File: src/rtl/dco_sar_tuner_if.sv
`default_nettype none
// ==========================================================================
// dco_sar_tuner_if : control/DCO bundle for the SAR coarse tuner. rev 1.0
// ==========================================================================
interface dco_sar_tuner_if #(
  parameter int BITLEN = 16,
  parameter int CNT_W  = 16
) ();
  logic              start;
  logic              abort;
  logic [CNT_W-1:0]  target_cnt;
  logic              dco_tick;
  logic [BITLEN-1:0] d_out;
  logic              dco_enable;
  logic              busy;
  logic              done;
  logic [CNT_W-1:0]  meas_cnt;

  modport master (
    output start, abort, target_cnt, dco_tick,
    input  d_out, dco_enable, busy, done, meas_cnt
  );

  modport slave (
    input  start, abort, target_cnt, dco_tick,
    output d_out, dco_enable, busy, done, meas_cnt
  );
endinterface
`default_nettype wire

File: src/rtl/dco_sar_tuner.sv
`default_nettype none
// ==========================================================================
// dco_sar_tuner : SAR search of the DCO code against a per-window edge count. rev 1.0
// ==========================================================================
module dco_sar_tuner #(
  parameter int BITLEN     = 16,
  parameter int CNT_W      = 16,
  parameter int WIN_CYC    = 256,
  parameter int SETTLE_CYC = 16
) (
  input  wire logic        clk,
  input  wire logic        n_rst,
  dco_sar_tuner_if.slave   bus
);

  localparam int c_TMR_MAX = (WIN_CYC > SETTLE_CYC) ? WIN_CYC : SETTLE_CYC;
  localparam int c_TMR_W   = $clog2(c_TMR_MAX + 1);
  localparam int c_IDX_W   = (BITLEN > 1) ? $clog2(BITLEN) : 1;

  typedef enum logic [2:0] {
    S_IDLE    = 3'd0,
    S_SETTLE  = 3'd1,
    S_MEASURE = 3'd2,
    S_DECIDE  = 3'd3,
    S_DONE    = 3'd4
  } state_t;

  state_t              state_q, state_d;
  logic [BITLEN-1:0]   d_out_q, d_out_d;
  logic                en_q, en_d;
  logic [c_IDX_W-1:0]  idx_q, idx_d;
  logic [c_TMR_W-1:0]  tmr_q, tmr_d;
  logic [CNT_W-1:0]    edge_q, edge_d;
  logic [CNT_W-1:0]    meas_q, meas_d;

  logic [BITLEN-1:0]   w_bit;
  logic [BITLEN-1:0]   w_res;

  // d_out_q always holds the current trial, so the kept result is the trial
  // with the bit under test dropped when the DCO ran too fast.
  assign w_bit = BITLEN'(1) << idx_q;
  assign w_res = (edge_q > bus.target_cnt) ? (d_out_q & ~w_bit) : d_out_q;

  always_comb begin
    state_d = state_q;
    d_out_d = d_out_q;
    en_d    = en_q;
    idx_d   = idx_q;
    tmr_d   = tmr_q;
    edge_d  = edge_q;
    meas_d  = meas_q;

    case (state_q)
      S_IDLE, S_DONE: begin
        if (bus.start) begin
          state_d = S_SETTLE;
          d_out_d = BITLEN'(1) << (BITLEN - 1);
          en_d    = 1'b1;
          idx_d   = c_IDX_W'(BITLEN - 1);
          tmr_d   = c_TMR_W'(SETTLE_CYC);
        end
      end
      S_SETTLE: begin
        tmr_d = tmr_q - c_TMR_W'(1);
        if (tmr_q == c_TMR_W'(1)) begin
          state_d = S_MEASURE;
          tmr_d   = c_TMR_W'(WIN_CYC);
          edge_d  = '0;
        end
      end
      S_MEASURE: begin
        if (bus.dco_tick && (edge_q != {CNT_W{1'b1}})) begin
          edge_d = edge_q + CNT_W'(1);
        end
        tmr_d = tmr_q - c_TMR_W'(1);
        if (tmr_q == c_TMR_W'(1)) begin
          state_d = S_DECIDE;
        end
      end
      S_DECIDE: begin
        meas_d = edge_q;
        if (idx_q == '0) begin
          state_d = S_DONE;
          d_out_d = w_res;
        end else begin
          state_d = S_SETTLE;
          idx_d   = idx_q - c_IDX_W'(1);
          d_out_d = w_res | (w_bit >> 1);
          tmr_d   = c_TMR_W'(SETTLE_CYC);
        end
      end
      default: state_d = S_IDLE;
    endcase

    // Abort wins over everything except reset; the debug count survives.
    if (bus.abort) begin
      state_d = S_IDLE;
      d_out_d = '0;
      en_d    = 1'b0;
      idx_d   = '0;
      tmr_d   = '0;
      edge_d  = '0;
    end
  end

  always_ff @(posedge clk) begin
    if (!n_rst) begin
      state_q <= S_IDLE;
      d_out_q <= '0;
      en_q    <= 1'b0;
      idx_q   <= '0;
      tmr_q   <= '0;
      edge_q  <= '0;
      meas_q  <= '0;
    end else begin
      state_q <= state_d;
      d_out_q <= d_out_d;
      en_q    <= en_d;
      idx_q   <= idx_d;
      tmr_q   <= tmr_d;
      edge_q  <= edge_d;
      meas_q  <= meas_d;
    end
  end

  assign bus.d_out      = d_out_q;
  assign bus.dco_enable = en_q;
  assign bus.busy       = (state_q == S_SETTLE) || (state_q == S_MEASURE) ||
                          (state_q == S_DECIDE);
  assign bus.done       = (state_q == S_DONE);
  assign bus.meas_cnt   = meas_q;

endmodule
`default_nettype wire
File: src/flat_wrapper.sv
// flat-port wrapper written by rule: the top's interface ports become plain ports
module dco_sar_tuner_flat 
#(
  parameter int BITLEN     = 16,
  parameter int CNT_W      = 16,
  parameter int WIN_CYC    = 256,
  parameter int SETTLE_CYC = 16
)
  (clk, n_rst, bus_start, bus_abort, bus_target_cnt, bus_dco_tick, bus_d_out, bus_dco_enable, bus_busy, bus_done, bus_meas_cnt);
  dco_sar_tuner_if #(.BITLEN(BITLEN), .CNT_W(CNT_W)) bus_i ();
  input  wire logic clk;
  input  wire logic n_rst;
  input wire logic [$bits(bus_i.start)-1:0] bus_start;
  input wire logic [$bits(bus_i.abort)-1:0] bus_abort;
  input wire logic [$bits(bus_i.target_cnt)-1:0] bus_target_cnt;
  input wire logic [$bits(bus_i.dco_tick)-1:0] bus_dco_tick;
  output wire logic [$bits(bus_i.d_out)-1:0] bus_d_out;
  output wire logic [$bits(bus_i.dco_enable)-1:0] bus_dco_enable;
  output wire logic [$bits(bus_i.busy)-1:0] bus_busy;
  output wire logic [$bits(bus_i.done)-1:0] bus_done;
  output wire logic [$bits(bus_i.meas_cnt)-1:0] bus_meas_cnt;
  assign bus_i.start = bus_start;
  assign bus_i.abort = bus_abort;
  assign bus_i.target_cnt = bus_target_cnt;
  assign bus_i.dco_tick = bus_dco_tick;
  assign bus_d_out = bus_i.d_out;
  assign bus_dco_enable = bus_i.dco_enable;
  assign bus_busy = bus_i.busy;
  assign bus_done = bus_i.done;
  assign bus_meas_cnt = bus_i.meas_cnt;
  dco_sar_tuner #(.BITLEN(BITLEN), .CNT_W(CNT_W), .WIN_CYC(WIN_CYC), .SETTLE_CYC(SETTLE_CYC)) u_core (.clk(clk), .n_rst(n_rst), .bus(bus_i));
endmodule
File: config.mk
export PLATFORM = sky130hd
export DESIGN_NAME = dco_sar_tuner_flat
export DESIGN_NICKNAME = d
export VERILOG_FILES = /design/src/rtl/dco_sar_tuner_if.sv /design/src/rtl/dco_sar_tuner.sv /design/src/flat_wrapper.sv
export SDC_FILE = /design/constraint.sdc
export NUM_CORES = 1
export LEC_CHECK = 0
export ABC_AREA = 1
export CORE_AREA = 4 4 102 104
export CTS_CLUSTER_DIAMETER = 80
export DETAILED_ROUTE_END_ITERATION = 8
export DIE_AREA = 0 0 106 108
export PLACE_DENSITY = 0.72
export SLEW_MARGIN = 25
export SYNTH_ARGS = -nofsm -noshare
export SYNTH_HDL_FRONTEND = slang
export SYNTH_SLANG_ARGS = --single-unit
File: constraint.sdc
create_clock -name clk -period 2.4 [get_ports clk]
set_input_delay 0.24 -clock clk [delete_from_list [all_inputs] [get_ports clk]]
set_output_delay 0.24 -clock clk [all_outputs]
set_load 0.005 [all_outputs]
; ---- Yosys cells after proc, flatten, opt, wreduce, memory -nomap -nowiden
; Cells that the tools add are included.
[totals]
regBits = 65
output_inout_bits = 35
[classes]
bitwise_logic = 4
eq_ne = 11
n_addsub = 3
n_mux = 19
shifts = 1
order_cmp = 1
n_reduce_logical = 16
[op_table]
columns = operator, count
row1 = $mux W16, 5
row2 = $pmux W16 S2, 2
row3 = $pmux W9 S4, 1
row4 = $mux W9, 3
row5 = $add A16 B1 Y16 const B, 1
row6 = $and A16 B16 Y16, 1
row7 = $gt A16 B16 Y1, 1
row8 = $ne A16 B16 Y1 const B, 1
row9 = $not A16 Y16, 1
row10 = $or A16 B15 Y16, 1
row11 = $shl A1 B4 Y16 const A, 1
row12 = $mux W3, 4
row13 = $pmux W3 S4, 1
row14 = $reduce_and A3 Y1, 4
row15 = $eq A9 B1 Y1 const B, 1
row16 = $sub A9 B1 Y9 const B, 1
row17 = $mux W4, 2
row18 = $pmux W4 S2, 1
row19 = $eq A3 B2 Y1 const B, 2
row20 = $ne A2 B1 Y1 const B, 3
row21 = $logic_not A4 Y1, 1
row22 = $ne A2 B2 Y1 const B, 2
row23 = $reduce_and A2 Y1, 2
row24 = $reduce_bool A2 Y1, 2
row25 = 9 further kinds, 11

; ---- Longest topological paths before layout
; Gate-level depths: netlist (run 1).
[logic_depth]
word_depth = 7
depth_mapped = 17
mapped_depth_nobuf = 16

; ---- Least setup slack after synthesis (run 1)
; OpenSTA, ideal clock, no wires.
[synth_timing]
kind = flip-flop to flip-flop
startpoint = reg u_core.edge_q[15]
endpoint = reg u_core.d_out_q[14] (netlist: u_core.bus.d_out[14])
path_buffers = 1
slack_ps = 598
arrival_time_ps = 1670
path_stages_with_launch = 12
required_time_ps = 2268
synth_period_minus_slack_ps = 1802
path_cell_list = dfxtp_1 ha_1 nand2_1 nor3_1 nand2_1 nand2_1 clkbuf_1 nand3_1 nand2_1 nand2_1 nand2_1 a21oi_1
[synth_between]
elab_chain_len = 5
[synth_lines]
columns = item, line
row1 = "start, declared", dco_sar_tuner.sv:33  ; logic [CNT_W-1:0] edge_q, edge_d;
row2 = "start signal, assigned", dco_sar_tuner.sv:121  ; edge_q <= edge_d;
row3 = $gt A16 B16 Y1 (*), dco_sar_tuner.sv:42  ; assign w_res = (edge_q > bus.target_cnt) ? (d_out_q & ~w_bit) : d_out_q;
row4 = $mux W16 (*), dco_sar_tuner.sv:42
row5 = $or A16 B15 Y16, dco_sar_tuner.sv:88  ; d_out_d = w_res | (w_bit >> 1);
row6 = $mux W16 (*), dco_sar_tuner.sv:82  ; if (idx_q == '0) begin
row7 = $pmux W16 S2 (*), dco_sar_tuner.sv:53  ; case (state_q)
row8 = "end signal, assigned", dco_sar_tuner.sv:117  ; d_out_q <= d_out_d;
row9 = "end, declared", dco_sar_tuner.sv:29  ; logic [BITLEN-1:0] d_out_q, d_out_d;
; Every way passes the cells marked *; elsewhere a longest branch is shown, timed or not.
; A chain may end at the register's enable or synchronous reset.

; ---- Worst setup path in the final report (run 1)
[layout_timing]
startpoint = reg u_core.edge_q[1]
endpoint = reg u_core.edge_q[11]
[layout_between]
elab_chain_len = 4
word_cells_on_any_way = 7
classes_between = 1 x add/sub / 2 x eq/ne / 2 x mux / 2 x reduce/logical
[layout_lines]
columns = item
row1 = "parallel branches: the longest is 4 deep, another holds $add A16 B1 Y16"
; Parallel ways; which one is timed is not known. The select of a mux whose other input is x is not followed.

==> results.py, run 1 <==
metrics = {
    "synth": {
        "ys_types": 32,
        "synth_seq_cells": 65,
        "syn-num-nets": 595,
        "ys_seq_area_frac": 0.350,
        "avgSynthCellArea_um2": 6.76,
        "syn_inst": 550,
        "yosysWarnings": 0,
        "netlist_area_um2": 3720,
    },
    "detailed_routing": {
        "drt-total-wl_um": 8890,
        "firstDrtPassIters": 4,
        "via_per_inst": 4.87,
        "vias": 3626,
        "avgRoutedWirePerCell_um": 11.9,
        "drc": 0,
        "drt-initial-drc-count": 203,
        "ant_nets": 0,
    },
    "power_and_ir_drop": {
        "p_seq_frac": 0.479,
        "internal_power_w": 0.00172,
        "clkPwrFrac": 0.400,
        "power.density_nw_per_um2": 505,
        "p_comb_frac": 0.121,
        "max-vdd-ir-drop_mv": 0.245,
        "switchingPower_w": 0.000620,
        "leakagePower_nw": 1.87,
        "switching_share": 0.265,
    },
    "layout": {
        "fin_cells": 745,
        "layout-drive-gt1-share": 0.0703,
        "post-route-util": 0.485,
        "fill_cells": 960,
        "final_nets": 652,
        "antenna_cells": 0,
        "area_growth_pct": 24.6,
    },
    "timing": {
        "final-hold-violation-count": 0,
        "slew_headroom": 0.618,
        "min_period_over_period": 0.906,
        "fin_ws_ps": 225,
        "min_period_ps": 2170,
        "rsz0062_at_grt": "no",
        "fin_skew_ps": 7.19,
        "tightest_slew_ps": 569,
        "setup_viol": 0,
        "slew_viol_final": 0,
        "finalSetupTns_ps": 0,
        "hold_slack_ps": 475,
        "fmax_ghz": 0.460,
    },
    "global_route": {
        "grt_max_degree": 45,
        "grt_pass1_vias": 3274,
        "gr-total-overflow": 0,
        "grt_antenna_before_repair": 0,
        "grt.total_usage": 0.157,
        "grt_pass1_wl_um": 14700,
    },
    "placed_design": {
        "pre_cts_ws_ps": 240,
        "gp_congestion": 0.932,
        "dp_hpwl_um": 6660,
        "place_inst": 729,
        "portBuffers": 55,
    },
    "min_path": {
        "hold_path.class": "flip-flop to flip-flop",
        "min_to": "u_core.bus.dco_enable$_SDFFE_PP0P_",
        "min_from": "u_core.bus.dco_enable$_SDFFE_PP0P_",
        "whs_path_depth": 2,
    },
    "critical_path": {
        "critical_path_class": "flip-flop to flip-flop",
        "reg2reg_depth": 14,
        "end_kind": "flip-flop",
        "slowest_stage": "dfxtp_1",
        "worstPathCellList": "ha_1 > nand2_1 > nor2_1 > nand2_1 > nor2_1 > nand2_1 > o21ai_0 > nand2_1 > nand2_4 > clkinv_2 > nand2_1 > nand2_1 > nand2_1 > nor2_1",
        "cpPeakStageDelay_ps": 420,
        "ff2ff_setup_slack_ps": 230,
        "cpMostUsedCell": "nand2_1",
        "startpoint_type": "flip-flop",
        "reg2reg_to": "u_core.edge_q[11]$_SDFFE_PP0P_",
        "critPathRequiredTime_ps": 2640,
        "crit_arrival_ps": 2410,
        "r2r-start": "u_core.edge_q[1]$_SDFFE_PP0P_",
        "cp_max_fo": 19,
    },
    "clocking": {
        "cts_sinks": 65,
        "cts_setup_buffers": 0,
        "cts_tree": "yes",
        "ctsHtreeMaxLevel": 3,
        "clockBufferDepth": 2,
        "path_clk_slew_ps": 70,
        "cts_root_buffer": "clkbuf_8",
        "cts_buffers": 9,
        "insertion_delay_ps": 340,
        "ctsHoldBuffers": 0,
    },
    "die": {
        "initial_core_util": 0.389,
        "die_h_um": 108,
        "die_w_um": 106,
        "core_um2": 9550,
        "rows": 36,
        "die_area_um2": 11400,
        "pin_count": 56,
    },
    "run": {
        "cap_violations": 0,
    },
    "status": {
        "outcome": "finished, final reports clean",
    },
}
## logic make-up (layout without fill, tap and decap cells)
group	Yosys count	in the layout	share of synthesized area
buffers and inverters	97	159	0.101
AO/OA/AOI/OAI	96	96	0.138
XOR/XNOR	10	10	0.0236
adder cells (fa/ha/maj)	24	24	0.0808
flip-flops	65	65	0.350
AND/OR/NAND/NOR	258	258	0.308
## per-layer routing
metal | GRT usage | part of all wire | vias up
met1 | 0.206 | 0.48 | 1625
li1 | - | - | 1890
met2 | 0.255 | 0.44 | 97
met4 | 0.0527 | 0.017 | 0
met5 | 0 | 0 | -
met3 | 0.0388 | 0.066 | 14
## layout make-up
| type | count | area [um^2] | area share |
|---|---|---|---|
| tap | 133 | 166 | 0.0359 |
| clock buffer | 11 | 141 | 0.0305 |
| timing repair buffer | 61 | 608 | 0.131 |
| multi-input combinational | 388 | 2050 | 0.443 |
| sequential | 65 | 1300 | 0.281 |
| inverter | 82 | 309 | 0.0667 |
| clock inverter | 5 | 55.1 | 0.0119 |
## critical path: cells and delay by family (launching register included)
family                   cells  cell delay, ps
AO/OA/AOI/OAI                1             140
adder cells (fa/ha/maj)      1             200
buffers and inverters        1             220
flip-flops                   1             420
AND/OR/NAND/NOR             11            1080
## how the worst max path moves through the flow
stage                                         from                                end  slack, ps  cells past startpoint
global route         u_core.edge_q[1]$_SDFFE_PP0P_     u_core.edge_q[11]$_SDFFE_PP0P_         50                     14
finish               u_core.edge_q[1]$_SDFFE_PP0P_     u_core.edge_q[11]$_SDFFE_PP0P_        230                     14
global placement                 bus_target_cnt[7]   u_core.bus.d_out[0]$_SDFFE_PP0P_        250                     13
detailed placement               bus_target_cnt[7]   u_core.bus.d_out[0]$_SDFFE_PP0P_        240                     13
floorplan           u_core.edge_q[15]$_SDFFE_PP0P_  u_core.bus.d_out[14]$_SDFFE_PP0P_        600                     11
CTS                  u_core.edge_q[1]$_SDFFE_PP0P_     u_core.edge_q[11]$_SDFFE_PP0P_        250                     14
## timing repair
item                                    4_1_cts  5_1_grt
resized for setup                             0        1
hold endpoints to repair                      0        0
endpoints found under the setup margin        0        1
## per-stage QoR
step | total power [W] | instance area, um^2
after floorplan | 0.00133 | 3720
after global placement | 0.00142 | 4430
after detailed placement | 0.00142 | 4430
after CTS | 0.00236 | 4620
after global routing | 0.00245 | 4630
final | 0.00234 | 4630
## state kept, by name (all words and copies together) (netlist names)
signal                 flops
u_core.bus.d_out          16
u_core.bus.meas_cnt       16
u_core.edge_q             16
u_core.tmr_q               9
u_core.idx_q               4
u_core.state_q             3
u_core.bus.dco_enable      1
## layout by cell type (no fill, tap or decap), drive strengths merged, types with 6 or more instances in the layout
| cell | Yosys | final |
|---|---|---|
| nor2 | 51 | 51 |
| a21oi | 57 | 57 |
| nand3 | 30 | 30 |
| o21ai | 32 | 32 |
| xor2 | 7 | 7 |
| dfxtp | 65 | 65 |
| inv | 81 | 81 |
| nor3 | 31 | 31 |
| clkdlybuf4s50 | 0 | 55 |
| nand2 | 134 | 134 |
| ha | 24 | 24 |
| nand4 | 7 | 7 |
| clkbuf | 13 | 11 |
| buf | 2 | 6 |
## synth_stat cells, drive strengths merged
cell type  instances  area [um^2]
nand2            134          518
inv               81          304
dfxtp             65         1300
a21oi             57          297
nor2              51          191
o21ai             32          164
nor3              31          199
nand3             30          160
ha                24          300
clkbuf            13         48.8
nand4              7         43.8
xor2               7         61.3
nor4               3         18.8
xnor2              3         26.3
a31oi              2         12.5
buf                2         16.3
or2                2         12.5
a211oi             1         7.51
a21o               1         7.51
a221oi             1         8.76
a31o               1         8.76
clkinv             1         5.00
o22ai              1         6.26
## power groups by stage
stage | combinational, W | clock, W | sequential [W]
5_1_grt | 0.000318 | 0.00101 | 0.00112
6_report | 0.000283 | 0.000935 | 0.00112
3_3_place_gp | 0.000274 | 0 | 0.00114
3_5_place_dp | 0.000280 | 0 | 0.00114
4_1_cts | 0.000283 | 0.000955 | 0.00112
2_1_floorplan | 0.000198 | 0 | 0.00114
Power figures use the tool's default switching activity.
==> run 2: changes to the inputs <==
ABC_AREA = unset   (was 1)
==> run 2 against run 1 <==
Effect of this change: clock skew about the same; via count down 3.9%; die area did not move; combinational power decreased by 12%; largest power group unchanged; final cell count is 13% lower; global-route usage rose by 1.9 points.
==> results.py, run 2 <==
metrics = {
    "critical_path": {
        "critPathRequiredTime_ps": 2680,
        "ff2ff_setup_slack_ps": 150,
        "end_kind": "flip-flop",
        "startpoint_type": "flip-flop",
        "crit_arrival_ps": 2530,
        "critical_path_class": "flip-flop to flip-flop",
        "cp_max_fo": 9,
    },
    "die": {
        "pin_count": 56,
        "rows": 36,
        "core_um2": 9550,
        "die_area_um2": 11400,
        "die_h_um": 108,
        "initial_core_util": 0.394,
        "die_w_um": 106,
    },
    "layout": {
        "final_nets": 556,
        "area_growth_pct": 26.8,
        "layout_common_cells": "dfxtp_1 (65), nand2_1 (59), clkdlybuf4s50_1 (55), a21oi_1 (37), nor2_1 (32)",
        "fill_cells": 933,
        "layout-drive-gt1-share": 0.0990,
        "seq_area_um2": 1300,
        "antenna_cells": 0,
        "multi_input_area_um2": 2270,
        "layout_commonest_cell": "dfxtp_1",
    },
    "synth": {
        "yosysWarnings": 0,
        "post-synth-top-area-fraction": 0.346,
        "syn-num-nets": 493,
        "syn_inst": 448,
        "synthAdderAreaFrac": 0.0799,
        "synthMuxAreaShare": 0.00266,
        "ys_types": 62,
        "avgSynthCellArea_um2": 8.39,
        "synthSimpleGateAreaFrac": 0.225,
        "ys_top_cells_by_count": "dfxtp_1 (65), nand2_1 (59), a21oi_1 (37), nor2_1 (32), inv_1 (26)",
        "synth-compound-area-share": 0.257,
        "synthMostInstantiatedCell": "dfxtp_1",
        "synthTopCellsByArea": "dfxtp_1 (35%), ha_1 (8.0%), nand2_1 (5.9%)",
        "synth_edf_count": 0,
        "ys_seq_area_frac": 0.346,
        "synthXorXnorAreaFrac": 0.0350,
        "synth_seq_cells": 65,
        "synth_top_area_cell": "dfxtp_1",
        "netlist_area_um2": 3760,
        "synth_async_sr_flop_share": 0,
        "synth_top_flop_cell": "dfxtp_1",
        "synth_top_family_by_area": "compound AO/OA/AOI/OAI gates",
    },
    "power_and_ir_drop": {
        "max-vdd-ir-drop_mv": 0.366,
        "p_seq_frac": 0.464,
        "leakagePower_nw": 1.80,
        "clkPwrFrac": 0.432,
        "internal_power_w": 0.00182,
        "power.density_nw_per_um2": 501,
        "switchingPower_w": 0.000569,
        "switching_share": 0.238,
        "p_comb_frac": 0.104,
    },
    "detailed_routing": {
        "ant_nets": 0,
        "firstDrtPassIters": 4,
        "drc": 0,
        "avgRoutedWirePerCell_um": 15.2,
        "drt-initial-drc-count": 157,
        "vias": 3483,
        "via_per_inst": 5.38,
        "drt-total-wl_um": 9820,
    },
    "global_route": {
        "grt_pass1_vias": 3430,
        "grt_max_degree": 21,
        "grt_pass1_wl_um": 16400,
        "grt_antenna_before_repair": 0,
        "grt.total_usage": 0.177,
        "use_met2": 0.310,
        "grt.busiest_layer": "met2",
        "gr-usage-met3": 0.0406,
        "grtUsageMet1": 0.213,
        "gr-total-overflow": 0,
    },
    "timing": {
        "fmax_ghz": 0.445,
        "setup_viol": 0,
        "tightest_slew_ps": 958,
        "slew_headroom": 0.359,
        "fin_skew_ps": 6.74,
        "min_period_ps": 2250,
        "min_period_over_period": 0.936,
        "rsz0062_at_grt": "no",
        "finalSetupTns_ps": 0,
        "final-hold-violation-count": 0,
        "hold_slack_ps": 460,
        "slew_viol_final": 0,
        "fin_ws_ps": 153,
    },
    "clocking": {
        "clockBufferDepth": 2,
        "cts_tree": "yes",
        "ctsHoldBuffers": 0,
        "cts_buffers": 9,
        "cts_root_buffer": "clkbuf_8",
        "cts_sinks": 65,
        "ctsHtreeMaxLevel": 3,
        "path_clk_slew_ps": 70,
        "insertion_delay_ps": 350,
    },
    "placed_design": {
        "gp_congestion": 0.876,
        "portBuffers": 55,
        "dp_hpwl_um": 7190,
        "pre_cts_ws_ps": -94.8,
    },
    "status": {
        "outcome": "finished, final reports clean",
    },
    "run": {
        "cap_violations": 0,
    },
    "min_path": {
        "hold_path.class": "flip-flop to flip-flop",
    },
}
[run 2: cell count changes after synthesis, sizes merged, moves of 18 or more]
cell    previous run  this run
nand3             30        12
nand2            134        59
inv               81        26
a21oi             57        37
a21boi             0        19
nor2              51        33
o21ai             32         7
nor3              31         8
[run 2: power by group through the flow]
stage                     Sequential, W  Combinational [W]  Clock, W
after global routing            0.00111           0.000273   0.00109
after detailed placement        0.00113           0.000245         0
after global placement          0.00113           0.000237         0
final                           0.00111           0.000248   0.00103
after floorplan                 0.00113           0.000148         0
after CTS                       0.00111           0.000246   0.00104
[run 2: final timing paths]
kind | depth (start not counted) | endpoint | startpoint
max | 6 | u_core.edge_q[0]$_SDFFE_PP0P_ | u_core.tmr_q[0]$_SDFFE_PP0P_
min | 2 | u_core.bus.meas_cnt[7]$_SDFFE_PN0P_ | u_core.bus.meas_cnt[7]$_SDFFE_PN0P_
min reg2reg | 2 | u_core.bus.meas_cnt[7]$_SDFFE_PN0P_ | u_core.bus.meas_cnt[7]$_SDFFE_PN0P_
max reg2reg | 6 | u_core.edge_q[0]$_SDFFE_PP0P_ | u_core.tmr_q[0]$_SDFFE_PP0P_
[run 2: worst max-delay path: stages (launching register included)]
cell	delay, ps
dfxtp_1	400
ha_1	170
or4b_1	470
o31a_1	360
a21o_4	240
or4_1	410
a21oi_1	130
[run 2: final cells by class]
type | count | area share
clock buffers | 12 | 0.0305
well taps | 133 | 0.0349
clock inverters | 3 | 0.0137
multi-input cells | 331 | 0.476
repair buffers | 78 | 0.152
inverters | 26 | 0.0205
flip-flops and latches | 65 | 0.273
[run 2: per-stage QoR]
stage	util	cell area [um^2]	power [W]	cells
floorplan	-	3760	0.00127	448
global placement	0.476	4540	0.00137	633
detailed placement	0.476	4540	0.00138	633
CTS	0.498	4750	0.00240	648
global route	0.499	4760	0.00247	648
finish	0.499	4760	0.00239	648
[run 2: routing by layer]
| metal | share of wire | vias to the layer above |
|---|---|---|
| met4 | 0.020 | 0 |
| met1 | 0.44 | 1616 |
| met2 | 0.49 | 97 |
| li1 | - | 1749 |
| met3 | 0.048 | 21 |
| met5 | 0 | - |
[run 2: logic make-up after synthesis]
family / after synthesis
and+or+nand+nor: 163
AOI/OAI and AO/OA: 128
DFF: 65
buffers and inverters: 52
adders and majority gates: 24
xor gates and xnor gates: 15
muxes: 1
[run 2: repair_timing]
action                                  CTS  global route
setup buffers                             0             0
resized for setup                         0             1
endpoints found under the setup margin    0             1
==> run 3: changes to the inputs <==
ABC_CLOCK_PERIOD_IN_PS = 2400   (was unset)
CORE_AREA = 4 4 88 90   (was 4 4 102 104)
DIE_AREA = 0 0 92 94   (was 0 0 106 108)
PLACE_DENSITY = 0.9   (was 0.72)
RECOVER_POWER = 25   (was unset)
==> run 3 against run 2 <==
Effect of this change: hold slack improved by 2.2 ps; highest routed layer unchanged; first-iteration DRC count increased by 51%; worst setup slack got worse by 94 ps; routed wire length decreased by 0.68%; via count increased by 3.7%; largest cell class unchanged; die area decreased by 24%; global-route usage increased by 5.2 points.
==> results.py, run 3 (same netlist as run 2, synthesis figures left out) <==
metrics = {
    "critical_path": {
        "cp_max_fo": 16,
        "startpoint_type": "input pin",
        "end_kind": "flip-flop",
        "crit_arrival_ps": 2510,
        "critPathRequiredTime_ps": 2570,
        "ff2ff_setup_slack_ps": 90,
        "worstPathCellList": "clkdlybuf4s50_1 > inv_1 > ha_1 > nand4_1 > nor4_1 > a211o_1 > a41oi_1",
        "r2r-start": "u_core.edge_q[13]$_SDFFE_PP0P_",
        "cpPeakStageDelay_ps": 560,
        "slowest_stage": "a211o_1",
        "crit_path_start": "bus_target_cnt[14]",
        "critical_path_class": "input pin to flip-flop",
    },
    "detailed_routing": {
        "drc": 0,
        "firstDrtPassIters": 5,
        "avgRoutedWirePerCell_um": 15.9,
        "wl_met3_um": 576,
        "vias": 3613,
        "drt-total-wl_um": 9760,
        "dr_wl_met2_um": 5060,
        "routed.top_layer": "met4",
        "via_per_inst": 5.90,
        "ant_nets": 0,
        "drt-initial-drc-count": 237,
        "met1_length_um": 3950,
    },
    "layout": {
        "fin_cells": 612,
        "antenna_cells": 0,
        "final_nets": 554,
        "area_growth_pct": 23.7,
        "layout_commonest_cell": "dfxtp_1",
        "layout-drive-gt1-share": 0.0975,
        "design_area_um2": 4650,
        "fill_cells": 588,
        "layout_common_cells": "dfxtp_1 (65), nand2_1 (59), a21oi_1 (37), nor2_1 (31), clkdlybuf4s50_1 (31)",
    },
    "timing": {
        "fin_skew_ps": 6.30,
        "slew_headroom": 0.599,
        "tightest_slew_ps": 601,
        "rsz0062_at_grt": "no",
        "final-hold-violation-count": 0,
        "slew_viol_final": 0,
        "min_period_ps": 2340,
        "fmax_ghz": 0.427,
        "setup_viol": 0,
        "min_period_over_period": 0.975,
        "hold_slack_ps": 462,
    },
    "global_route": {
        "gr-total-overflow": 0,
        "grt_pass1_wl_um": 16200,
        "grt_max_degree": 30,
        "grt_antenna_before_repair": 0,
        "grt.total_usage": 0.229,
        "grt_pass1_vias": 3599,
    },
    "clocking": {
        "insertion_delay_ps": 340,
        "ctsHoldBuffers": 0,
        "cts_buffers": 9,
        "clockBufferDepth": 2,
        "cts_tree": "yes",
        "cts_root_buffer": "clkbuf_8",
        "cts_sinks": 65,
        "path_clk_slew_ps": 70,
        "ctsHtreeMaxLevel": 3,
    },
    "placed_design": {
        "gp_congestion": 0.875,
        "portBuffers": 55,
        "dp_hpwl_um": 7060,
        "place_inst": 597,
        "placedInstanceArea_um2": 4480,
    },
    "die": {
        "pin_count": 56,
        "die_area_um2": 8650,
        "initial_core_util": 0.532,
        "core_um2": 7060,
        "rows": 31,
        "die_w_um": 92,
        "die_h_um": 94,
    },
    "power_and_ir_drop": {
        "total_power_w": 0.00214,
        "power.density_nw_per_um2": 461,
        "max-vdd-ir-drop_mv": 0.337,
        "leakagePower_nw": 1.85,
    },
    "run": {
        "cap_violations": 0,
    },
    "min_path": {
        "hold_path.class": "flip-flop to flip-flop",
        "min_from": "u_core.bus.meas_cnt[0]$_SDFFE_PN0P_",
    },
    "status": {
        "outcome": "finished, final reports clean",
    },
}
[run 3: cell count changes in the layout (fill, tap and decap cells not counted), sizes merged]
cell           delta
bufinv            -2
buf               -2
dlygate4sd3      +24
clkinvlp          +1
clkinv            +1
clkdlybuf4s50    -24
[run 3: area by class of cell]
cell class | count | area [um^2] | area share
well taps | 99 | 124 | 0.0266
clock inverters | 3 | 17.5 | 0.00377
flip-flops and latches | 65 | 1300 | 0.280
repair buffers | 76 | 708 | 0.152
clock buffers | 12 | 145 | 0.0312
inverters | 26 | 97.6 | 0.0210
multi-input cells | 331 | 2260 | 0.485
[run 3: routing by layer]
| metal | global-route usage | vias up |
|---|---|---|
| met5 | 0 | - |
| met4 | 0.0817 | 0 |
| met3 | 0.0553 | 22 |
| met2 | 0.420 | 144 |
| met1 | 0.258 | 1697 |
| li1 | - | 1750 |
[run 3: final timing paths]
check	cells past startpoint	end
max	7	u_core.bus.d_out[14]$_SDFFE_PP0P_
min	2	u_core.bus.meas_cnt[0]$_SDFFE_PN0P_
max reg2reg	5	u_core.bus.d_out[14]$_SDFFE_PP0P_
min reg2reg	2	u_core.bus.meas_cnt[0]$_SDFFE_PN0P_
[run 3: critical path, delay by kind of cell]
family / cells / cell delay (ps)
compound gates: 2 / 770
fa+ha+maj: 1 / 330
buf+inv: 2 / 540
simple gates: 2 / 630
[run 3: report_power, final]
part	switching (W)	leakage, nW	internal (W)
clock network	0.000398	0.0822	0.000394
logic	0.000128	1.24	0.000116
registers	0.0000158	0.525	0.00109
total	0.000542	1.85	0.00160
[run 3: timing repair]
action,CTS,global route
setup buffers,0,0
endpoints found under the setup margin,0,5
gates resized for setup,0,1
[run 3: metrics by stage]
stage           util  setup TNS [ps]  setup slack [ps]
3_5_place_dp   0.635           -1950              -185
3_3_place_gp   0.635           -17.4             -17.4
5_1_grt        0.659               0              12.4
6_report       0.659               0              59.2
2_1_floorplan      -               0               274
4_1_cts        0.658               0              79.2
